[src/rtl/pipeline_pkg.sv]
`default_nettype none
// ============================================================================
// Module      : pipeline_pkg
// Description : Shared fetch-stage types and constants.
// Revision    : 1.0  initial release
// ============================================================================
package pipeline_pkg;

    typedef enum logic [1:0] {
        START = 2'd0,
        FETCH = 2'd1,
        HOLD  = 2'd2,
        DRAIN = 2'd3
    } fetch_state_t;

    localparam logic [31:0] c_NOP_INST = 32'h0000_0000;

endpackage
`default_nettype wire

[src/rtl/if_id_reg_en.sv]
`default_nettype none
// ============================================================================
// Module      : if_id_reg_en
// Description : IF/ID pipeline register with enable and flush-to-NOP.
// Revision    : 1.0  initial release
// ============================================================================
module if_id_reg_en
    import pipeline_pkg::*;
#(
    parameter int                     PC_WIDTH   = 11,
    parameter int                     INST_WIDTH = 32,
    parameter logic [INST_WIDTH-1:0]  NOP_INST   = INST_WIDTH'(c_NOP_INST)
) (
    input  logic                  clk,
    input  logic                  rst,
    input  logic                  i_en,
    input  logic                  i_flush,
    input  logic [PC_WIDTH-1:0]   i_pc,
    input  logic [INST_WIDTH-1:0] i_inst,
    input  logic                  i_valid,
    output logic [PC_WIDTH-1:0]   o_pc,
    output logic [INST_WIDTH-1:0] o_inst,
    output logic                  o_valid
);

    logic [PC_WIDTH-1:0]   r_pc;
    logic [INST_WIDTH-1:0] r_inst;
    logic                  r_valid;

    // Flush keeps the PC field so decode still sees where the bubble came from.
    always_ff @(posedge clk) begin
        if (rst) begin
            r_pc    <= '0;
            r_inst  <= NOP_INST;
            r_valid <= 1'b0;
        end else if (i_flush) begin
            r_inst  <= NOP_INST;
            r_valid <= 1'b0;
        end else if (i_en) begin
            r_pc    <= i_pc;
            r_inst  <= i_inst;
            r_valid <= i_valid;
        end
    end

    assign o_pc    = r_pc;
    assign o_inst  = r_inst;
    assign o_valid = r_valid;

endmodule
`default_nettype wire

[src/rtl/instruction_fetch_hs.sv]
`default_nettype none
// ============================================================================
// Module      : instruction_fetch_hs
// Description : Fetch stage with req/ready imem handshake, stall skid and redirect.
// Revision    : 1.0  initial release
// ============================================================================
module instruction_fetch_hs
    import pipeline_pkg::*;
#(
    parameter int                     PC_WIDTH   = 11,
    parameter int                     INST_WIDTH = 32,
    parameter int                     PC_STEP    = 1,
    parameter logic [PC_WIDTH-1:0]    RESET_PC   = '0,
    parameter logic [INST_WIDTH-1:0]  NOP_INST   = INST_WIDTH'(c_NOP_INST)
) (
    input  logic                  clock,
    input  logic                  reset,
    input  logic [PC_WIDTH-1:0]   pc_salto,
    input  logic                  PCSrc,
    input  logic                  if_id_write,
    input  logic                  if_flush,
    output logic                  imem_req,
    output logic [PC_WIDTH-1:0]   imem_addr,
    input  logic                  imem_ready,
    input  logic [INST_WIDTH-1:0] imem_data,
    output logic [PC_WIDTH-1:0]   pc,
    output logic [INST_WIDTH-1:0] instruccion,
    output logic                  valid
);

    fetch_state_t          r_state;
    fetch_state_t          w_state_next;
    logic [PC_WIDTH-1:0]   r_pc_actual;
    logic [PC_WIDTH-1:0]   w_pc_actual_next;
    logic [PC_WIDTH-1:0]   r_drain_addr;
    logic [PC_WIDTH-1:0]   w_pc_inc;
    logic [INST_WIDTH-1:0] r_skid;
    logic [INST_WIDTH-1:0] w_ifid_inst;
    logic                  w_skid_load;
    logic                  w_drain_load;
    logic                  w_load_mem;
    logic                  w_load_skid;
    logic                  w_deliver_ok;

    assign w_pc_inc     = r_pc_actual + PC_WIDTH'(PC_STEP);
    assign w_deliver_ok = if_id_write & ~if_flush;

    always_ff @(posedge clock) begin
        if (reset) begin
            r_state      <= START;
            r_pc_actual  <= RESET_PC;
            r_drain_addr <= RESET_PC;
            r_skid       <= NOP_INST;
        end else begin
            r_state     <= w_state_next;
            r_pc_actual <= w_pc_actual_next;
            if (PCSrc) begin
                r_skid <= NOP_INST;
            end else if (w_skid_load) begin
                r_skid <= imem_data;
            end
            if (w_drain_load) begin
                r_drain_addr <= r_pc_actual;
            end
        end
    end

    always_comb begin
        w_state_next     = r_state;
        w_pc_actual_next = r_pc_actual;
        w_skid_load      = 1'b0;
        w_drain_load     = 1'b0;
        w_load_mem       = 1'b0;
        w_load_skid      = 1'b0;
        imem_req         = 1'b0;
        imem_addr        = r_pc_actual;
        case (r_state)
            START: begin
                w_state_next = FETCH;
                if (PCSrc) begin
                    w_pc_actual_next = pc_salto;
                end
            end
            FETCH: begin
                imem_req = 1'b1;
                if (PCSrc) begin
                    w_pc_actual_next = pc_salto;
                    if (imem_ready) begin
                        w_state_next = FETCH;
                    end else begin
                        w_state_next = DRAIN;
                        w_drain_load = 1'b1;
                    end
                end else if (imem_ready) begin
                    if (w_deliver_ok) begin
                        w_load_mem       = 1'b1;
                        w_pc_actual_next = w_pc_inc;
                    end else begin
                        // Stalled or flushed delivery parks in the skid buffer.
                        w_skid_load  = 1'b1;
                        w_state_next = HOLD;
                    end
                end
            end
            HOLD: begin
                if (PCSrc) begin
                    w_pc_actual_next = pc_salto;
                    w_state_next     = FETCH;
                end else if (w_deliver_ok) begin
                    w_load_skid      = 1'b1;
                    w_pc_actual_next = w_pc_inc;
                    w_state_next     = FETCH;
                end
            end
            DRAIN: begin
                // Keep the stale request alive until memory answers, then drop its data.
                imem_req  = 1'b1;
                imem_addr = r_drain_addr;
                if (PCSrc) begin
                    w_pc_actual_next = pc_salto;
                end
                if (imem_ready) begin
                    w_state_next = FETCH;
                end
            end
            default: begin
                w_state_next = START;
            end
        endcase
    end

    assign w_ifid_inst = w_load_skid ? r_skid : imem_data;

    if_id_reg_en #(
        .PC_WIDTH   (PC_WIDTH),
        .INST_WIDTH (INST_WIDTH),
        .NOP_INST   (NOP_INST)
    ) u_if_id (
        .clk     (clock),
        .rst     (reset),
        .i_en    (w_load_mem | w_load_skid),
        .i_flush (if_flush),
        .i_pc    (w_pc_inc),
        .i_inst  (w_ifid_inst),
        .i_valid (1'b1),
        .o_pc    (pc),
        .o_inst  (instruccion),
        .o_valid (valid)
    );

endmodule
`default_nettype wire

[config.mk]
export PLATFORM = sky130hd
export DESIGN_NAME = instruction_fetch_hs
export DESIGN_NICKNAME = d
export VERILOG_FILES = /design/src/rtl/pipeline_pkg.sv /design/src/rtl/if_id_reg_en.sv /design/src/rtl/instruction_fetch_hs.sv
export SDC_FILE = /design/constraint.sdc
export NUM_CORES = 1
export LEC_CHECK = 0
export CAP_MARGIN = 15
export CORE_ASPECT_RATIO = 1.1
export CORE_MARGIN = 4
export CORE_UTILIZATION = 33
export CTS_CLUSTER_SIZE = 28
export DETAILED_ROUTE_END_ITERATION = 10
export PLACE_DENSITY = 0.57
export SKIP_CTS_REPAIR_TIMING = 1
export SLEW_MARGIN = 20
export SYNTH_ARGS = -nofsm -noshare
export SYNTH_HDL_FRONTEND = slang
export SYNTH_SLANG_ARGS = --single-unit
[constraint.sdc]
create_clock -name clock -period 5.3 [get_ports clock]
set_input_delay 1.59 -clock clock [delete_from_list [all_inputs] [get_ports clock]]
set_output_delay 1.59 -clock clock [all_outputs]
set_load 0.03 [all_outputs]
==> metrics.md <==
| Metric | Value |
|---|---|
| Clk buf depth | `2` |
| Setup Viol. Count Final | `0` |
| Max Freq | `0.2584 GHz` |
| Setup TNS | `0 ps` |
| Largest net degree at the start of global routing | `46` |
| Fin crit share | `0.7301` |
| Worst path required time | `3710 ps` |
| Seq cells post-synth | `100` |
| Max VDD drop | `0.0001465 V` |
| Unique masters post-synth | `41` |
| Die height | `129.6 microns` |
| Full die area | `15370 sq um` |
| Cells after Synth | `519` |
| Die W | `118.6 microns` |
| EDFF count, synth | `0` |
| Area growth, synth to finish | `31.75%` |
| Synthesized cell area | `4437 sq um` |
| Tmin final | `slightly below 4000 ps` |
| Pre-CTS setup slack | `1156 ps` |
| Setup Skew | `9.393 ps` |
| N_diodes | `0` |
| Layout Nets | `647` |
| Max Cap Viol | `0` |
| CTS tree | `yes` |
| Inserted Clock Buffers | `9` |
| PortBufs | `104` |
| Area contributors post-synth | `dfxtp_1, mux2i_1, a211oi_1, nand2_1, nor2_1` |
| Mapped Nets | `572` |
| DR vias | `3936` |
| Critical path type | `register to output pin` |
| Total GRT Usage | `0.1535` |
| Seq/Total Area, Yosys | `0.4512` |
| Hold Fails Final Rpt | `0` |
| HP Class | `register to register` |
| Detailed placement HPWL | `7934 microns` |
| Final count of pins violating max slew | `0` |
| Synth area leader | `dfxtp_1` |
| # H-tree levels | `3` |
| Met3 WL | `676 microns` |
| Most used DFF post-synth | `dfxtp_1` |
| 1st-iter DRT viols | `142` |
| Synth Warn # | `0` |
| GP Congestion | `0.8387` |
| Filler cell count | `1323` |
| Skew-Pair Late Insertion Delay | `~350 ps` |
| Total grt overflow | `0` |
| Synth top area share | `0.4512` |
| Vias in the first global route | `3721` |
| Total Routed Length | `11810 microns` |
| First-pass DRT Iterations | `4` |
| CP startpoint kind | `register` |
| Clock Tree Root | `clkbuf_16` |
| Power per cell area | `298.4 nW/um^2` |
| Metal-1 WL | `roughly 5500 microns` |
| Clock-pin slew on the worst setup and hold paths | `70 ps` |
| Core ar. | `13210 sq um` |
| Top Metal Used | `met5` |
| Global-route wire length before repair | `18840 microns` |
| RSZ-0062 raised after global routing | `false` |
| Slew Limit Headroom | `0.3415` |
| DR WL/cell | `~16 microns` |
| Lkg Pwr | `just under 0.002 uW` |
| Worst slew pin tran | `987.8 ps` |
| # clock sinks | `100` |
| Starting Density | `0.3358` |
| Vias/cell | `5.179` |
| CP max FO | `14` |
| Multi-input logic area | `2235 sq um` |
| Ys async rst share | `0` |
| ANT nets after route | `0` |
| Register area | `2002 sq um` |
| I/O Pins | `~110` |
| Initial antenna violation count | `1` |
| Share of cells above drive strength 1 | `0.06845` |
| Final WS setup | `1430 ps` |
| Met2 WL post-DR | `5339 microns` |
| Mean post-synth cell area | `8.549 sq um` |
| Data arrival time of the critical path | `2280 ps` |
| FP Rows | `44` |
| Worst setup EP type | `output pin` |
| Status | `finished clean` |
| DR DRC count | `0` |
## per-layer routing
metal | GRT usage | up-vias
met5 | 0 | -
met4 | 0.07021 | 2
met3 | 0.04670 | 21
met2 | 0.2398 | 113
met1 | 0.1960 | 1839
li1 | - | 1961
## kinds of logic after synthesis
logic type | share of synthesized area
xor gates and xnor gates | 0.01777
muxes | 0.1246
adders and majority gates | 0.01128
buffers and inverters | 0.04850
AOI/OAI and AO/OA | 0.1746
DFF | 0.4512
and+or+nand+nor | 0.1720
## Yosys cell counts (3+ instances only)
cell	number
a211oi_1	41
a21oi_1	39
a31oi_1	3
a32o_1	3
and3_1	3
buf_1	5
buf_2	9
buf_4	3
clkbuf_1	27
dfxtp_1	100
ha_1	4
inv_1	6
mux2_2	10
mux2i_1	44
nand2_1	81
nand2b_1	7
nand3_1	5
nor2_1	68
nor2b_1	3
nor3_1	4
o21ai_0	16
o31ai_1	4
or2_2	3
xnor2_1	8
## state kept, by name, summed over array words and instances (netlist names)
register / count
r_drain_addr: 11
r_pc_actual: 11
r_skid: 32
r_state: 2
u_if_id.o_inst: 32
u_if_id.o_pc: 11
u_if_id.o_valid: 1
## cells in the final DEF, fill, tap and decap left out, types with 9 or more instances in the layout
master           count
a211oi_1            41
a21oi_1             39
clkbuf_16            9
clkdlybuf4s50_1    104
dfxtp_1            100
mux2_2              10
mux2i_1             44
nand2_1             80
nor2_1              68
o21ai_0             16
## final timing paths
path	slack, ps	startpoint	cells past startpoint	endpoint
max	1430	r_state[0]	3	imem_addr[10]
min reg2reg	450	r_drain_addr[10]	2	r_drain_addr[10]
max reg2reg	3060	r_state[0]	6	r_pc_actual[10]
min	450	r_drain_addr[10]	2	r_drain_addr[10]
## stage by stage
stage	power, uW	instances	area, sq um	hold slack [ps]	util
3_3_place_gp	1075	744	5535	439.9	0.4189
5_1_grt	1823	760	5846	471.7	0.4424
3_5_place_dp	1078	744	5535	446.1	0.4189
4_1_cts	1765	760	5842	457.7	0.4421
6_report	1744	760	5846	453.3	0.4424
2_1_floorplan	971.8	519	4437	432.9	-
## worst max-delay path: stages, from the launching register on
cell             delay (ps)
dfxtp_1                 370
ha_1                    550
mux2_2                  420
clkdlybuf4s50_1         590
## where the power goes
part           switching [uW]  internal, uW  leakage [uW]
combinational             147           118      0.000966
sequential               26.1           772      0.000809
clock                     307           375      0.000153
## final cells by class
| cell class | instances | area share |
|---|---|---|
| tap | 161 | 0.03446 |
| multi-input combinational | 368 | 0.3823 |
| clock inverter | 7 | 0.01391 |
| timing repair buffer | 109 | 0.1845 |
| sequential | 100 | 0.3425 |
| clock buffer | 9 | 0.03853 |
| inverter | 6 | 0.003853 |
(Power assumes the default switching activity.)
==> variant: new RTL, same settings <==
`INST_WIDTH` is set to 32 in 2 places; all go to 64.
--- a/src/rtl/if_id_reg_en.sv
+++ b/src/rtl/if_id_reg_en.sv
@@ -8,7 +8,7 @@
     import pipeline_pkg::*;
 #(
     parameter int                     PC_WIDTH   = 11,
-    parameter int                     INST_WIDTH = 32,
+    parameter int                     INST_WIDTH = 64,
     parameter logic [INST_WIDTH-1:0]  NOP_INST   = INST_WIDTH'(c_NOP_INST)
 ) (
     input  logic                  clk,
--- a/src/rtl/instruction_fetch_hs.sv
+++ b/src/rtl/instruction_fetch_hs.sv
@@ -8,7 +8,7 @@
     import pipeline_pkg::*;
 #(
     parameter int                     PC_WIDTH   = 11,
-    parameter int                     INST_WIDTH = 32,
+    parameter int                     INST_WIDTH = 64,
     parameter int                     PC_STEP    = 1,
     parameter logic [PC_WIDTH-1:0]    RESET_PC   = '0,
     parameter logic [INST_WIDTH-1:0]  NOP_INST   = INST_WIDTH'(c_NOP_INST)
Interface: changed (resized imem_data and instruccion); port bits go from 105 to 169. No check against the original RTL was run, so the function may have changed too.
==> variant against the unedited design <==
  * Setup slack worse by 140 ps
  * Sequential cell count up 64
  * Total power up 62%
  * Largest cell class unchanged
  * Clock skew down 1.2 ps
  * Largest power group unchanged
  * Critical path type unchanged
  * Routed wire length up 60%
  * Synthesized area up 64%
  * Final area up 64%
==> variant: results (changes against the unedited design) <==
status=finished, final reports clean; clock slew seen by the registers of the worst setup and hold paths=around 60 ps; Slew Limit Headroom=39.0% (+4.9 points); Worst Setup EP=imem_addr[4]; top layer in use=met5; class of the worst hold path=flip-flop to flip-flop; sequential area share after synthesis=45.1% (about the same); WL met1=8850 um (+60%); IO Port Bufs=168 (+62%); via count=5,736 (+46%); DP Worst Slack=1230 ps (+78.5 ps); FF-to-FF setup slack=3160 ps (+100 ps); Cell variety after synth=46 (+12%); R2R depth=7 (+1); crit share post-route=75.7% (+2.7 points); switching share of power=26.5% (-1.0 points); reg2reg start=r_state[1]; Post-Syn Nets=865 (+51%); Post-Route Skew=8.23 ps (-1.16 ps); flip-flop and latch power=1280 uW (+60%); Worst Path Arrival=2420 ps (+140 ps); wire length of the first global-routing pass=30,300 um (+61%); First DRT Iteration DRCs=227 (+60%); DR pass1 iterations=4 (unchanged); largest net degree at the start of global routing=99 (+120%); post-detail-place hpwl=12,100 um (+53%); Skew-Pair Late Insertion Delay=410 ps (+60 ps); Synth Flop Type=dfxtp_1; Num CTS Buffers=17 (+8); delay-heaviest family, CP=adder cells; DR WL met2=8760 um (+64%); Final nets=998 (+54%); met3 wire len=1100 um (+63%); CP max stage delay=620 ps (+30 ps); Worst path slowest cell=ha_1; Total GRT Usage=15.4% (+0.098 points); static leakage=0.00303 uW (+57%); CP startpoint=r_state[0]; r2r endpoint=r_skid[52]; Comb pwr share=12.3% (-2.9 points); Routed Wire Length=18,900 um (+60%); ys async rst share=0% (unchanged); final RePlAce weighted congestion=0.753 (-10%); synth top area cells=dfxtp_1, mux2i_1, a211oi_2, nand2_1, a21oi_1; clk root buf=clkbuf_16; share of layout cells above drive strength 1=13.2% (+6.3 points); Fillers=2,090 (+58%); P_sw=750 uW (+56%); H-tree depth=4 (+1); Max VDD drop=0.205 mV (+40%); top post-synthesis cells by count=dfxtp_1, nand2_1, nor2_1, mux2i_1, a21oi_1
## variant: stage by stage
stage / hold slack, ps / std cells / cell area [sq um]
2_1_floorplan: 433 / 780 / 7280
3_3_place_gp: 440 / 1184 / 9020
3_5_place_dp: 447 / 1184 / 9020
4_1_cts: 456 / 1216 / 9590
5_1_grt: 474 / 1216 / 9590
6_report: 453 / 1216 / 9590
## variant: cell families after synthesis
logic type	after synthesis	share of synthesized area, %
adders and majority gates	4	0.688
and+or+nand+nor	267	15.1
muxes	86	12.0
xor gates and xnor gates	10	1.20
AOI/OAI and AO/OA	179	19.9
DFF	164	45.1
buffers and inverters	70	5.98
## variant: final cells by class
type / count / share of cell area, %
Multi-Input combinational cell: 546 / 37.2
Sequential cell: 164 / 34.2
Timing Repair Buffer: 178 / 18.6
Clock buffer: 20 / 4.66
Tap cell: 290 / 3.78
Clock inverter: 12 / 1.28
Inverter: 6 / 0.235
## variant: worst reg2reg max path, delay by kind of cell (launching register included)
family / cells / cell delay, ps
adders and majority gates: 1 / 280
and+or+nand+nor: 3 / 890
buffers and inverters: 2 / 450
AOI/OAI and AO/OA: 1 / 120
DFF: 1 / 330
## variant: layer usage
metal | up-vias | global-route usage, %
met5 | - | 0
met4 | 2 | 3.75
met3 | 12 | 4.47
met2 | 123 | 25.0
met1 | 2650 | 20.4
li1 | 2949 | -
## variant: worst min path at each step
stage / depth (start not counted) / slack, ps / end / from
after CTS: 2 / 460 / r_skid[0] / r_skid[0]
final: 2 / 450 / r_skid[38] / r_skid[38]
after global placement: 2 / 440 / r_drain_addr[10] / r_drain_addr[10]
after floorplan: 2 / 430 / r_drain_addr[10] / r_drain_addr[10]
after global routing: 2 / 470 / r_skid[36] / r_skid[36]
after detailed placement: 2 / 450 / r_skid[24] / r_skid[24]
